**src/rtl/rr_request_arbiter.sv**
```systemverilog
// Round-robin request arbiter with registered one-hot grant held until release.
// Optional burst limit enabled by defining RR_ARB_BURST_LIMIT_EN.
module rr_request_arbiter #(
    parameter int WIDTH     = 8,
    parameter int MAX_BURST = 4
) (
    input  logic                     clk_i,
    input  logic                     srst_i,
    input  logic [WIDTH-1:0]         req_i,
    output logic [WIDTH-1:0]         gnt_o,
    output logic                     gnt_valid_o,
    output logic [$clog2(WIDTH)-1:0] gnt_idx_o
);

    localparam int IW = $clog2(WIDTH);

    // Reject configurations the arbiter cannot implement
    if (WIDTH < 2 || MAX_BURST < 1) begin : g_bad_cfg
        $error("rr_request_arbiter: WIDTH must be >= 2 and MAX_BURST >= 1");
    end

    typedef enum logic {
        IDLE = 1'b0,
        BUSY = 1'b1
    } state_t;

    state_t           state;
    state_t           state_n;
    logic [IW-1:0]    ptr;
    logic [IW-1:0]    ptr_n;
    logic [WIDTH-1:0] gnt_n;
    logic             vld_n;
    logic [IW-1:0]    idx_n;

    logic [WIDTH-1:0] hold_oh;
    logic [WIDTH-1:0] others;
    logic [IW-1:0]    after;
    logic             switch_now;

    // Lowest set bit at or above start, else lowest set bit overall
    function automatic logic [IW-1:0] pick(
        input logic [WIDTH-1:0] v,
        input logic [IW-1:0]    start
    );
        logic [IW-1:0] lo;
        logic [IW-1:0] hi;
        logic          hit;
        lo  = '0;
        hi  = '0;
        hit = 1'b0;
        for (int i = WIDTH - 1; i >= 0; i--) begin
            if (v[i]) begin
                lo = IW'(i);
                if (i >= int'(start)) begin
                    hi  = IW'(i);
                    hit = 1'b1;
                end
            end
        end
        return hit ? hi : lo;
    endfunction

    assign hold_oh = WIDTH'(1) << gnt_idx_o;
    assign others  = req_i & ~hold_oh;
    assign after   = (gnt_idx_o == IW'(WIDTH - 1)) ? '0 : IW'(gnt_idx_o + 1'b1);

`ifdef RR_ARB_BURST_LIMIT_EN
    localparam int CW = $clog2(MAX_BURST) + 1;

    logic [CW-1:0] cnt;
    logic [CW-1:0] cnt_n;
    logic          at_limit;

    assign at_limit   = (cnt == CW'(MAX_BURST - 1));
    assign switch_now = !req_i[gnt_idx_o] || (at_limit && (|others));
`else
    assign switch_now = !req_i[gnt_idx_o];
`endif

    // Next-state, pointer and grant selection
    always_comb begin
        state_n = state;
        ptr_n   = ptr;
        gnt_n   = gnt_o;
        vld_n   = gnt_valid_o;
        idx_n   = gnt_idx_o;
`ifdef RR_ARB_BURST_LIMIT_EN
        cnt_n   = cnt;
`endif
        unique case (state)
            IDLE: begin
                if (|req_i) begin
                    idx_n   = pick(req_i, ptr);
                    gnt_n   = WIDTH'(1) << idx_n;
                    vld_n   = 1'b1;
                    state_n = BUSY;
`ifdef RR_ARB_BURST_LIMIT_EN
                    cnt_n   = '0;
`endif
                end
            end
            BUSY: begin
                if (switch_now) begin
                    ptr_n = after;
                    if (|others) begin
                        idx_n = pick(others, after);
                        gnt_n = WIDTH'(1) << idx_n;
`ifdef RR_ARB_BURST_LIMIT_EN
                        cnt_n = '0;
`endif
                    end else begin
                        gnt_n   = '0;
                        vld_n   = 1'b0;
                        state_n = IDLE;
                    end
                end else begin
`ifdef RR_ARB_BURST_LIMIT_EN
                    cnt_n = at_limit ? '0 : cnt + 1'b1;
`endif
                end
            end
            default: begin
                state_n = IDLE;
            end
        endcase
    end

    // State, pointer and registered grant outputs
    always_ff @(posedge clk_i) begin
        if (!srst_i) begin
            state       <= IDLE;
            ptr         <= '0;
            gnt_o       <= '0;
            gnt_valid_o <= 1'b0;
            gnt_idx_o   <= '0;
        end else begin
            state       <= state_n;
            ptr         <= ptr_n;
            gnt_o       <= gnt_n;
            gnt_valid_o <= vld_n;
            gnt_idx_o   <= idx_n;
        end
    end

`ifdef RR_ARB_BURST_LIMIT_EN
    // Consecutive-grant counter for the current holder
    always_ff @(posedge clk_i) begin
        if (!srst_i) begin
            cnt <= '0;
        end else begin
            cnt <= cnt_n;
        end
    end
`endif

endmodule

```
**config.mk**
```make
export PLATFORM = sky130hd
export DESIGN_NAME = rr_request_arbiter
export DESIGN_NICKNAME = d
export VERILOG_FILES = /design/src/rtl/rr_request_arbiter.sv
export SDC_FILE = /design/constraint.sdc
export NUM_CORES = 1
export LEC_CHECK = 0
export CAP_MARGIN = 25
export CORE_MARGIN = 1.5
export CORE_UTILIZATION = 40
export CTS_CLUSTER_SIZE = 12
export DETAILED_ROUTE_END_ITERATION = 7
export MAX_ROUTING_LAYER = met4
export PLACE_DENSITY = 0.7
export SLEW_MARGIN = 10
export SYNTH_ARGS = -nofsm -noshare
export SYNTH_HDL_FRONTEND = slang
export SYNTH_SLANG_ARGS = --single-unit
```
**constraint.sdc**
```tcl
create_clock -name clk_i -period 6.9 [get_ports clk_i]
set_input_delay 1.38 -clock clk_i [delete_from_list [all_inputs] [get_ports clk_i]]
set_output_delay 1.38 -clock clk_i [all_outputs]
set_load 0.02 [all_outputs]
```
==> results.tsv <==
metric	value	unit
synth_edf_count	0	
grt_max_degree	17	
final_common_cell	clkdlybuf4s50_1	
power_leakage	0.696	nW
synth.area.top_cells	dfxtp_1 20%, ha_1 5.4%, a21oi_1 5.2%	
post_cts_buffers	0	
netlist_area	0.00163	sq mm
cpPeakStageDelay	0.58	ns
synth_top_area_cell	dfxtp_1	
rsz0062_at_grt	no	
synth_top_area_frac	0.197	
crit_path_end_kind	flip-flop	
fmax	0.271	GHz
setup_tns	0	ns
nNetsFinal	240	
numCtsBuffers	3	
wl_per_cell	14.5	um
ir_worst_vdd	0.000149	V
port_buffers	21	
stdcell_area	0.00189	sq mm
critPathKind	in -> reg	
die_w	66.8	um
placed_area	0.00185	sq mm
crit_required	7.08	ns
syn_nets	222	
gp_congestion	0.928	
antenna_found_initial	0	
yosys_warnings	0	
layout_common_cells	21 x clkdlybuf4s50_1, 20 x nor2_1, 17 x a21oi_1	
worstPathCellList	clkdlybuf4s50_1 > o21ai_2 > o221ai_2 > a2111oi_4 > o31ai_2 > a311oi_4 > or3b_1 > a31oi_1	
dr.pass1.iters	4	
cp_slowest_cell	clkdlybuf4s50_1	
grt_pass1_wl	6.62	mm
hold_viol	0	
drive_gt1_frac	0.136	
slew_viol_final	0	
finalPower	0.429	mW
area_growth	16.0	%
hold_buffers	0	
synth_ff_type	dfxtp_1	
drtAntennaViolNets	0	
ys_seq_area_frac	0.197	
path_clk_slew	0.06	ns
clock_path_buffers	2	
rows	23	
worstPathArrival	3.87	ns
critical_path.max_fanout	9	
fillCellCount	383	
syn_area_per_cell	7.95	sq um
htree_levels	1	
place_inst	268	
powerDensity	227	mW/mm^2
tightest_slew	0.549	ns
ys_ff_latch	16	
outcome	finished clean	
start_util	0.413	
die_h	66.8	um
drc	0	
post_cts_resized	0	
final_cells	271	
maxCapViolations	0	
crit_family	compound AO/OA/AOI/OAI gates	
clock_latency	0.24	ns
min_path_type	reg -> reg	
post-dp-hpwl	2.97	mm
grt_use_total	0.193	
finalWorstPathRequiredPeriod	3.69	ns
setup_viol	0	
viasPerCell	5.86	
fin_skew	0.00294	ns
die_area	0.00446	sq mm
drt-initial-drc-count	95	
num_antenna_cells	0	
grt_overflow_total	0	
period_share	0.535	
ys_types	68	
critPathLaunchType	input pin	
ios	22	
num_vias	1587	
core	0.00394	sq mm
cts_sinks	16	
netlist_instances	205	
cts_tree	yes	
grt_pass1_vias	1389	
cts-root-buf	clkbuf_8	
maxSlewHeadroom	0.634	
drt-total-wl	3.94	mm
cp.buffers_inverters	1	
ys_async_sr_fraction	0	
==> layer usage <==
metal | part of all wire | track usage | vias up
met4 | 0.0076 | 0.0332 | 0
met5 | 0 | - | -
met2 | 0.45 | 0.288 | 44
met3 | 0.053 | 0.0321 | 5
li1 | - | - | 799
met1 | 0.49 | 0.278 | 739
==> cell type report <==
type	instances	area, sq um	area share
repair buffers	21	210	0.111
flip-flops and latches	16	320	0.170
well taps	50	62.6	0.0331
inverters	11	41.3	0.0219
multi-input cells	170	1210	0.642
clock buffers	3	41.3	0.0219
==> cells by family (layout without fill, tap and decap cells) <==
kind of cell               Yosys count  after routing  share of synthesized area
buffers and inverters               19             35                     0.0584
muxes                                3              3                     0.0361
DFF                                 16             16                      0.197
AOI/OAI and AO/OA                   77             77                      0.370
and+or+nand+nor                     83             83                      0.285
adders and majority gates            7              7                     0.0538
==> Yosys cell counts (all sizes together) (2+ instances only) <==
cell     number
nor2         20
a21oi        18
o21ai        18
dfxtp        16
nand2        13
inv          11
nand3        10
nand2b        9
a31oi         7
ha            7
buf           6
nor2b         6
a2111oi       3
a21o          3
a22oi         3
a31o          3
and2b         3
nor3          3
o211ai        3
or2           3
a21bo         2
a21boi        2
a2bb2oi       2
and3          2
clkbuf        2
mux4          2
nand3b        2
nand4         2
o22ai         2
or3b          2
==> where the power goes <==
part	switching, mW	internal (mW)	leakage (nW)	total, mW
Clock	0.0288	0.0386	0.0216	0.0674
Sequential	0.0210	0.106	0.132	0.127
Combinational	0.131	0.104	0.543	0.235
Total	0.181	0.249	0.696	0.429
==> per-stage QoR <==
stage	setup WS (ns)	hold WS (ns)	util
detailed placement	2.97	0.465	0.469
finish	3.21	0.493	0.479
CTS	3.23	0.488	0.479
floorplan	3.74	0.505	-
global placement	3.02	0.473	0.469
global route	3.09	0.543	0.479
==> path summary, 6_finish.rpt <==
kind                     start     endpoint  slack, ns  depth (start not counted)
setup / recovery      req_i[0]     gnt_o[3]       3.21                          8
hold / removal     gnt_valid_o  gnt_valid_o       0.49                          2
setup reg to reg  gnt_idx_o[0]     gnt_o[3]       3.96                          8
hold reg to reg    gnt_valid_o  gnt_valid_o       0.49                          2
==> tightest hold or removal path, cell delays in order (launching register included) <==
cell	delay [ns]
dfxtp_1	0.33
nor2_1	0.05
nor2_1	0.08
==> flip-flops by register name, summed over array words and instances (netlist names) <==
register / count
gnt_valid_o: 1
state: 1
gnt_idx_o: 3
ptr: 3
gnt_o: 8
No activity file was read; power rests on OpenSTA's default activity.
==> patch (config.mk and constraints unchanged) <==
The parameter `WIDTH` goes from 8 to 4.
--- a/src/rtl/rr_request_arbiter.sv
+++ b/src/rtl/rr_request_arbiter.sv
@@ -1,7 +1,7 @@
 // Round-robin request arbiter with registered one-hot grant held until release.
 // Optional burst limit enabled by defining RR_ARB_BURST_LIMIT_EN.
 module rr_request_arbiter #(
-    parameter int WIDTH     = 8,
+    parameter int WIDTH     = 4,
     parameter int MAX_BURST = 4
 ) (
     input  logic                     clk_i,
Ports: changed (resized gnt_idx_o, gnt_o and req_i); port bits go from 22 to 13. The function was not compared with the original's and may differ.
==> patch against the original RTL <==
Sequential cell count decreased by 6; synthesized cell count decreased by 56%; final area decreased by 51%; die area decreased by 52%; setup slack improved by 0.85 ns; critical path depth decreased by 2; clock power decreased by 25%; area after synthesis decreased by 54%; power decreased by 50%; non-clock buffer count decreased by 9; routed wire length decreased by 57%; register-to-register slack improved by 0.97 ns; critical path type unchanged; largest power group unchanged.
==> patch: results <==
{
  "cts-resized-gates": 0,
  "fill_cells": 176,
  "routed_wl_um": 1710,
  "synthTopCellsByCount": "dfxtp_1 (10), a21oi_1 (9), o21ai_0 (7)",
  "routed-wl-met2_um": 783,
  "drive_gt1_share_pct": 8.49,
  "reg_top3": "gnt_o (4), gnt_idx_o (2), ptr (2)",
  "clkLatencyLatePin_ns": 0.26,
  "dp_hpwl_um": 1330,
  "wl_met1_um": 850,
  "synthFlopType": "dfxtp_1",
  "cp.arrival_ns": 2.99,
  "dr_wl_met3_um": 72,
  "status": "finished, final reports clean",
  "synth_area_leaders": "dfxtp_1 (27%), ha_1 (8.4%), a21oi_1 (6.1%)",
  "irDropWorstVdd_v": 0.000138,
  "grt_max_degree": 13,
  "grt_usage_pct": 19.2,
  "synth_nets": 102,
  "grt_pass1_vias": 634,
  "power_density_nw_per_um2": 231,
  "yosysSeqAreaShare_pct": 26.9,
  "num_vias": 714,
  "final.setup_skew_ns": 0.00426,
  "drt_iter0_markers": 19,
  "clk_root_buffer_cell": "clkbuf_4",
  "tightestPinTransition_ns": 0.388,
  "fin_nets": 118,
  "p_leak_nw": 0.343,
  "gp_congestion": 0.896,
  "highest_layer": "met3",
  "portBuffers": 12,
  "grt_pass1_wl_um": 2870
}
[patch: cell count changes in the layout (fill, tap and decap cells not counted), moves of 4 or more]
cell and delta:
a21oi_1 -8, a31oi_1 -4, clkdlybuf4s50_1 -9, dfxtp_1 -6
inv_1 -6, nand2_1 -10, nand3_1 -8, nor2_1 -14
o21ai_0 -7
[patch: layout make-up]
type                    count  area share, %
clock buffers               4           3.91
inverters                   5           2.02
multi-input cells          75           56.1
flip-flops and latches     10           21.6
well taps                  25           3.37
repair buffers             12           13.0
[patch: cells by family after synthesis]
group | share of synthesized area [%]
simple gates | 24.2
flops | 26.9
buf+inv | 3.19
mux | 6.22
fa+ha+maj | 8.40
compound gates | 31.1
[patch: stage by stage]
stage               std cells  instance area (µm²)  setup slack (ns)  hold slack, ns
floorplan                  91                  744              4.47           0.554
global placement          127                  891              3.84           0.499
detailed placement        127                  891              3.81           0.491
CTS                       131                  927              4.07           0.501
global route              131                  927              3.93           0.526
finish                    131                  927              4.06           0.490
[patch: critical path, stage by stage]
cell and delay [ns]:
clkdlybuf4s50_1 0.55, mux2_4 0.35, o22ai_4 0.23, nor2_1 0.09, a31o_1 0.19, o221a_1 0.20
[patch: worst paths after layout]
path / from / endpoint / slack (ns) / cells after the start
min: gnt_valid_o / gnt_valid_o / 0.49 / 2
min reg2reg: gnt_valid_o / gnt_valid_o / 0.49 / 2
max reg2reg: gnt_idx_o[0] / gnt_o[2] / 4.93 / 7
max: req_i[1] / gnt_o[2] / 4.06 / 6
[patch: report_power, final]
part	switching (W)	internal (W)	leakage (nW)	total (W)
combinational	0.0000476	0.0000414	0.239	0.0000891
sequential	0.00000901	0.0000656	0.0829	0.0000746
clock	0.0000185	0.0000320	0.0210	0.0000505
total	0.0000752	0.000139	0.343	0.000214
[patch: metal layers]
metal  up-vias  global-route usage, %
met5         -                      -
met4         0                   1.71
met3         0                   5.88
met2        15                   27.2
met1       333                   27.7
li1        366                      -
